===== config.mk =====
export PLATFORM = sky130hd
export DESIGN_NAME = cross_bar_rob_param
export DESIGN_NICKNAME = d
export VERILOG_FILES = /design/src/rtl/cross_bar_rob_param.sv
export SDC_FILE = /design/constraint.sdc
export NUM_CORES = 2
export LEC_CHECK = 0
export ABC_CLOCK_PERIOD_IN_PS = 20200
export CORE_UTILIZATION = 39
export DETAILED_ROUTE_END_ITERATION = 8
export GPL_ROUTABILITY_DRIVEN = 0
export PLACE_DENSITY = 0.66
export REMOVE_ABC_BUFFERS = 1
export SETUP_SLACK_MARGIN = 0.05
export SLEW_MARGIN = 40
export SYNTH_ARGS = -nofsm -noshare
export SYNTH_HDL_FRONTEND = slang
export SYNTH_MEMORY_MAX_BITS = 65536
export SYNTH_SLANG_ARGS = --single-unit

===== constraint.sdc =====
create_clock -name clk_i -period 20.2 [get_ports clk_i]
set_clock_uncertainty 0.1 [all_clocks]
set_input_delay 5.05 -clock clk_i [delete_from_list [all_inputs] [get_ports clk_i]]
set_output_delay 5.05 -clock clk_i [all_outputs]
set_load 0.03 [all_outputs]

===== src/rtl/cross_bar_rob_param.sv =====
// -----------------------------------------------------------------------------
// cross_bar_rob_param
//   Return-path reorder buffer for one read channel sitting behind NUM_BANKS
//   cache banks. A kickoff allocates the next slot of the target bank's ROB and
//   logs the bank id in a keep-order FIFO (KOF). Banks answer out of order into
//   their own ROB; data leaves over a registered valid/ready port strictly in
//   kickoff order. Per-bank credits stop a bank's ROB from being oversubscribed.
//
// Ports
//   clk_i, rst_i               clock, synchronous active-low reset
//   rd_req_valid_i/ready_o     kickoff handshake
//   rd_req_bank_id_i           kickoff target bank
//   rd_req_rob_num_o           slot allocated in the target bank
//   sc_xbar_valid_i            per-bank response valid
//   sc_xbar_allowIn_o          per-bank response accept
//   sc_xbar_ch_id_i            per-bank response channel id (flattened)
//   sc_xbar_rob_num_i          per-bank response ROB slot (flattened)
//   sc_xbar_data_i             per-bank response data (flattened)
//   ch_rtn_data_valid_o/ready_i in-order return handshake
//   ch_rtn_data_o              return data
//   rob_err_o                  sticky flag: a response hit an occupied slot
// -----------------------------------------------------------------------------
module cross_bar_rob_param #(
    parameter int CHANNEL_ID = 0,
    parameter int NUM_BANKS  = 4,
    parameter int BANK_W     = 2,
    parameter int CH_W       = 2,
    parameter int DW         = 128,
    parameter int ROB_AW     = 3,
    parameter int KOF_AW     = 4
) (
    input  logic                        clk_i,
    input  logic                        rst_i,
    input  logic                        rd_req_valid_i,
    output logic                        rd_req_ready_o,
    input  logic [BANK_W-1:0]           rd_req_bank_id_i,
    output logic [ROB_AW-1:0]           rd_req_rob_num_o,
    input  logic [NUM_BANKS-1:0]        sc_xbar_valid_i,
    output logic [NUM_BANKS-1:0]        sc_xbar_allowIn_o,
    input  logic [NUM_BANKS*CH_W-1:0]   sc_xbar_ch_id_i,
    input  logic [NUM_BANKS*ROB_AW-1:0] sc_xbar_rob_num_i,
    input  logic [NUM_BANKS*DW-1:0]     sc_xbar_data_i,
    output logic                        ch_rtn_data_valid_o,
    input  logic                        ch_rtn_data_ready_i,
    output logic [DW-1:0]               ch_rtn_data_o,
    output logic                        rob_err_o
);

    localparam int ROB_DEPTH = 2 ** ROB_AW;
    localparam int KOF_DEPTH = 2 ** KOF_AW;

    localparam logic [ROB_AW:0]    CRED_MAX_C = (ROB_AW + 1)'(ROB_DEPTH);
    localparam logic [ROB_AW:0]    CRED_ONE_C = (ROB_AW + 1)'(1'b1);
    localparam logic [ROB_AW-1:0]  PTR_ONE_C  = ROB_AW'(1'b1);
    localparam logic [KOF_AW:0]    KOF_ONE_C  = (KOF_AW + 1)'(1'b1);
    localparam logic [CH_W-1:0]    CH_ID_C    = CH_W'(CHANNEL_ID);
    localparam logic [ROB_DEPTH-1:0] SLOT_ONE_C = ROB_DEPTH'(1'b1);

    // State
    logic [BANK_W-1:0]    kof_mem_r   [KOF_DEPTH];
    logic [KOF_AW:0]      kof_wr_ptr_r;
    logic [KOF_AW:0]      kof_rd_ptr_r;
    logic [ROB_DEPTH-1:0] slot_vld_r  [NUM_BANKS];
    logic [DW-1:0]        rob_data_r  [NUM_BANKS][ROB_DEPTH];
    logic [ROB_AW-1:0]    alloc_ptr_r [NUM_BANKS];
    logic [ROB_AW-1:0]    head_ptr_r  [NUM_BANKS];
    logic [ROB_AW:0]      credit_r    [NUM_BANKS];
    logic                 rtn_valid_r;
    logic [DW-1:0]        rtn_data_r;
    logic                 rob_err_r;

    // Per-bank views of the flattened response buses and next-state terms
    logic [CH_W-1:0]      bk_ch_s     [NUM_BANKS];
    logic [ROB_AW-1:0]    bk_rob_s    [NUM_BANKS];
    logic [DW-1:0]        bk_data_s   [NUM_BANKS];
    logic [ROB_DEPTH-1:0] set_mask_s  [NUM_BANKS];
    logic [ROB_DEPTH-1:0] clr_mask_s  [NUM_BANKS];
    logic [ROB_DEPTH-1:0] slot_vld_nxt_s [NUM_BANKS];
    logic [ROB_AW:0]      credit_nxt_s   [NUM_BANKS];
    logic [NUM_BANKS-1:0] wr_hit_s;
    logic [NUM_BANKS-1:0] wr_ok_s;
    logic [NUM_BANKS-1:0] wr_err_s;
    logic [NUM_BANKS-1:0] inc_s;
    logic [NUM_BANKS-1:0] dec_s;

    logic                 kof_empty_s;
    logic                 kof_full_s;
    logic [BANK_W-1:0]    hd_s;
    logic                 push_s;
    logic                 pop_s;

    // Extra MSB on the KOF pointers separates full from empty.
    assign kof_empty_s = (kof_wr_ptr_r == kof_rd_ptr_r);
    assign kof_full_s  = (kof_wr_ptr_r[KOF_AW] != kof_rd_ptr_r[KOF_AW]) &&
                         (kof_wr_ptr_r[KOF_AW-1:0] == kof_rd_ptr_r[KOF_AW-1:0]);
    assign hd_s        = kof_mem_r[kof_rd_ptr_r[KOF_AW-1:0]];

    assign rd_req_ready_o   = ~kof_full_s & (credit_r[rd_req_bank_id_i] < CRED_MAX_C);
    assign rd_req_rob_num_o = alloc_ptr_r[rd_req_bank_id_i];
    assign push_s           = rd_req_valid_i & rd_req_ready_o;

    // A pop needs the head bank's head slot filled and room in the output register.
    assign pop_s = ~kof_empty_s & slot_vld_r[hd_s][head_ptr_r[hd_s]] &
                   (~rtn_valid_r | ch_rtn_data_ready_i);

    for (genvar gb = 0; gb < NUM_BANKS; gb++) begin : g_bank
        assign bk_ch_s[gb]   = sc_xbar_ch_id_i[gb*CH_W +: CH_W];
        assign bk_rob_s[gb]  = sc_xbar_rob_num_i[gb*ROB_AW +: ROB_AW];
        assign bk_data_s[gb] = sc_xbar_data_i[gb*DW +: DW];
        assign wr_hit_s[gb]  = sc_xbar_valid_i[gb] & (bk_ch_s[gb] == CH_ID_C);
        // A hit on an occupied slot is refused and flagged; it never overwrites.
        assign wr_err_s[gb]  = wr_hit_s[gb] & slot_vld_r[gb][bk_rob_s[gb]];
        assign wr_ok_s[gb]   = wr_hit_s[gb] & ~slot_vld_r[gb][bk_rob_s[gb]];
        assign sc_xbar_allowIn_o[gb] = ~wr_err_s[gb];
        assign inc_s[gb]     = push_s & (rd_req_bank_id_i == BANK_W'(gb));
        assign dec_s[gb]     = pop_s & (hd_s == BANK_W'(gb));
        assign set_mask_s[gb] = wr_ok_s[gb] ? (SLOT_ONE_C << bk_rob_s[gb]) : {ROB_DEPTH{1'b0}};
        assign clr_mask_s[gb] = dec_s[gb] ? (SLOT_ONE_C << head_ptr_r[gb]) : {ROB_DEPTH{1'b0}};
    end

    // Next credit and slot-valid values per bank; kickoff+pop on one bank cancels.
    always_comb begin
        for (int b = 0; b < NUM_BANKS; b++) begin
            case ({inc_s[b], dec_s[b]})
                2'b10:   credit_nxt_s[b] = credit_r[b] + CRED_ONE_C;
                2'b01:   credit_nxt_s[b] = credit_r[b] - CRED_ONE_C;
                default: credit_nxt_s[b] = credit_r[b];
            endcase
            slot_vld_nxt_s[b] = (slot_vld_r[b] | set_mask_s[b]) & ~clr_mask_s[b];
        end
    end

    // Control state: KOF, pointers, credits, slot valid bits, output register, error flag.
    always_ff @(posedge clk_i) begin
        if (!rst_i) begin
            kof_wr_ptr_r <= {(KOF_AW + 1){1'b0}};
            kof_rd_ptr_r <= {(KOF_AW + 1){1'b0}};
            for (int k = 0; k < KOF_DEPTH; k++) begin
                kof_mem_r[k] <= {BANK_W{1'b0}};
            end
            for (int b = 0; b < NUM_BANKS; b++) begin
                slot_vld_r[b]  <= {ROB_DEPTH{1'b0}};
                alloc_ptr_r[b] <= {ROB_AW{1'b0}};
                head_ptr_r[b]  <= {ROB_AW{1'b0}};
                credit_r[b]    <= {(ROB_AW + 1){1'b0}};
            end
            rtn_valid_r <= 1'b0;
            rtn_data_r  <= {DW{1'b0}};
            rob_err_r   <= 1'b0;
        end else begin
            if (push_s) begin
                kof_mem_r[kof_wr_ptr_r[KOF_AW-1:0]] <= rd_req_bank_id_i;
                kof_wr_ptr_r <= kof_wr_ptr_r + KOF_ONE_C;
            end
            if (pop_s) begin
                kof_rd_ptr_r <= kof_rd_ptr_r + KOF_ONE_C;
            end
            for (int b = 0; b < NUM_BANKS; b++) begin
                slot_vld_r[b] <= slot_vld_nxt_s[b];
                credit_r[b]   <= credit_nxt_s[b];
                if (inc_s[b]) begin
                    alloc_ptr_r[b] <= alloc_ptr_r[b] + PTR_ONE_C;
                end
                if (dec_s[b]) begin
                    head_ptr_r[b] <= head_ptr_r[b] + PTR_ONE_C;
                end
            end
            // Data holds whenever nothing pops; valid only drops once accepted.
            if (pop_s) begin
                rtn_valid_r <= 1'b1;
                rtn_data_r  <= rob_data_r[hd_s][head_ptr_r[hd_s]];
            end else if (ch_rtn_data_ready_i) begin
                rtn_valid_r <= 1'b0;
            end
            if (|wr_err_s) begin
                rob_err_r <= 1'b1;
            end
        end
    end

    // ROB data storage; contents are qualified by the slot valid bits, so no reset.
    always_ff @(posedge clk_i) begin
        for (int b = 0; b < NUM_BANKS; b++) begin
            if (wr_ok_s[b]) begin
                rob_data_r[b][bk_rob_s[b]] <= bk_data_s[b];
            end
        end
    end

    assign ch_rtn_data_valid_o = rtn_valid_r;
    assign ch_rtn_data_o       = rtn_data_r;
    assign rob_err_o           = rob_err_r;

endmodule


==> flow_summary.toml <==
[outcome]
status = "completed"

[power]
ir_worst_vdd_mv = 0.122
p_per_area_nw_per_um2 = 127
power.total_w = 0.0253
p_leak_nw = 65.2

[layout]
layout-drive-gt1-share = 0.105
fillers = 37200
seq_area_um2 = 129000
area_growth_syn_to_layout_pct = 16.8
final_util = 0.457
multi_input_area_um2 = 38700
nNetsFinal = 12500

[global_route]
grt_pass1_vias = 104000
grt_max_degree = 162
grt_pass1_wl_um = 783000
grt.total_usage = 0.246
overflow = 0
antenna_found_initial = 134

[logic_synthesis]
syn_inst = 11400
yosysTopAreaCellShare = 0.732
ys_seq_elements = 4344
ys_warn_count = 0
ys_top_cells_by_count = "edfxtp_1 (4152), nand2_1 (2347), nand3_1 (1154), clkbuf_1 (580), and3_1 (400)"
async_reset_ff_frac = 0
syn_area_per_cell_um2 = 15.0
synth_area_um2 = 170000
synth-edff-count = 4152
synthTopCellsByArea = "edfxtp_1 (73%), nand2_1 (5.2%), mux4_2 (3.7%), nand3_1 (3.4%), dfxtp_1 (2.3%)"
yosysMostFrequentCell = "edfxtp_1"
ys_seq_area_frac = 0.755
synth_flop_cell = "edfxtp_1"
ys_types = 69
yosysTopAreaCell = "edfxtp_1"

[critical_path]
crit_chain = "clkdlybuf4s50_1 > mux4_2 > mux2_2 > nand2_1 > clkdlybuf4s50_1"
slowest_stage = "clkdlybuf4s50_1"
cp_common_cell = "clkdlybuf4s50_1"
crit_path_max_fanout = 7
cp_data_required_time_ns = 15.05
cp_slowest_stage_delay_ns = 0.77
critPathKind = "in -> out"
critPathLaunchType = "primary input"
endpoint_kind = "output pin"
worst_ep_arrival_time_ns = 7.76

[cts]
clock-root-buffer = "clkbuf_16"
clock_sinks = 4344
insertion_delay_ns = 1.02
path_clk_slew_ns = 0.06
cts_buffers = 431
tritoncts = "done"
cts_resized = 0
ctsHoldBuffers = 0
htreeDepth = 5
cts.path.max_buffers = 4
cts_setup_buffers = 0

[die]
die_h_um = 663
pin_count = 680
die_w_um = 663
row_count = 242
die-area_um2 = 439000
initial_core_util = 0.392
core-area_um2 = 435000

[sta]
setup_violations = 0
rsz0062_at_grt = "no"
relSlewSlack = 0.327
drv_slew = 0
hold_violations = 0
tightest_slew_ns = 1.01
clock.fmax_mhz = 77.5
period_minus_slack_ns = 12.91
fin_worst_hold_slack_ns = 0.377
post-route-period-util = 0.639

[drt]
first_pass_iters = 6
drtAntennaViolNets = 0
top_layer = "met5"
drc = 0
vias = 109000
wl_met3_um = 63100
route.met2.wl_um = 255000
vias_per_cell = 6.00
drt-met1-wl_um = 219000
drt_wl_total_um = 557000
drtIter0Drc = 16700
wl_per_cell_um = 30.7

[place]
hpwlAfterDp_um = 322000
port_buffers = 679

[worst_hold_path]
hold_path.class = "reg -> reg"

[flow_run]
cap_violations = 0
-- cell families (layout without fill, tap and decap cells) --
logic type,Yosys count,count (layout),share of synthesized area
compound gates,1164,1164,0.0529
buf+inv,838,1790,0.0201
flops,4344,4344,0.755
fa+ha+maj,48,48,0.00366
simple gates,4493,4493,0.120
other cells,0,95,0
mux,445,445,0.0467
xor+xnor,27,27,0.00139
-- layer usage --
layer,GRT usage,up-vias
met5,0,-
met2,0.377,7405
met1,0.345,55300
met3,0.0507,1085
met4,0.0933,50
li1,-,44900
-- worst paths after layout --
check / start / to / slack [ns] / depth (start not counted)
hold reg to reg: ch_rtn_data_o[15] / ch_rtn_data_o[15] / 0.38 / 2
setup / recovery: sc_xbar_rob_num_i[3] / sc_xbar_allowIn_o[1] / 7.29 / 5
setup reg to reg: register / ch_rtn_data_o[28] / 11.40 / 13
hold / removal: ch_rtn_data_o[15] / ch_rtn_data_o[15] / 0.38 / 2
-- worst max-delay path: cells and delay by family --
| kind | cells | cell delay, ns |
|---|---|---|
| buffers and inverters | 2 | 1.49 |
| muxes | 2 | 0.84 |
| and+or+nand+nor | 1 | 0.37 |
-- sequential cells by signal, indices dropped and copies added (netlist names), named ones only --
name                 flops
rob_err_o                1
credit_r                16
kof_rd_ptr_r             5
ch_rtn_data_o          128
alloc_ptr_r             12
kof_wr_ptr_r             5
head_ptr_r              12
ch_rtn_data_valid_o      1
rob_data_r            4096
kof_mem_r               32
slot_vld_r              32
-- cell usage in the layout (no fill, tap or decap), drive strengths merged, types with 12 or more instances in the layout --
| master | count |
|---|---|
| xor2 | 17 |
| clkdlybuf4s50 | 677 |
| buf | 275 |
| clkinvlp | 13 |
| mux2 | 20 |
| a221oi | 128 |
| nor2 | 212 |
| and2 | 24 |
| bufinv | 45 |
| mux2i | 149 |
| ha | 45 |
| clkinv | 180 |
| edfxtp | 4152 |
| dfxtp | 192 |
| diode | 95 |
| clkbuf | 560 |
| o21ai | 302 |
| and3 | 400 |
| nor3 | 148 |
| mux4 | 276 |
| a211oi | 254 |
| a41oi | 26 |
| nand2 | 2348 |
| or3 | 12 |
| nand4b | 127 |
| nand3 | 1155 |
| a311oi | 127 |
| nand2b | 14 |
| o32ai | 127 |
| a311o | 126 |
| inv | 40 |
| a21oi | 29 |
-- layout make-up --
class,instances,share of cell area
sequential,4344,0.647
multi-input combinational,6177,0.195
clock buffer,560,0.0584
timing repair buffer,952,0.0483
tap,5734,0.0361
clock inverter,253,0.0142
antenna,95,0.00120
inverter,25,0.000485
-- power by group --
group | internal (W) | leakage, nW | switching, W
combinational | 0.00217 | 19.2 | 0.00461
sequential | 0.0101 | 39.0 | 0.000205
clock | 0.00466 | 7.04 | 0.00353
-- metrics by stage --
step	instance area [µm²]	instances	setup slack [ns]	TNS (ns)
3_3_place_gp	183000	17200	7.38	0
2_1_floorplan	167000	10500	-42.70	-8360.54
3_5_place_dp	184000	17200	7.31	0
5_1_grt	199000	18100	7.26	0
4_1_cts	198000	18000	7.31	0
6_report	199000	18100	7.29	0
Power figures use the tool's default switching activity.
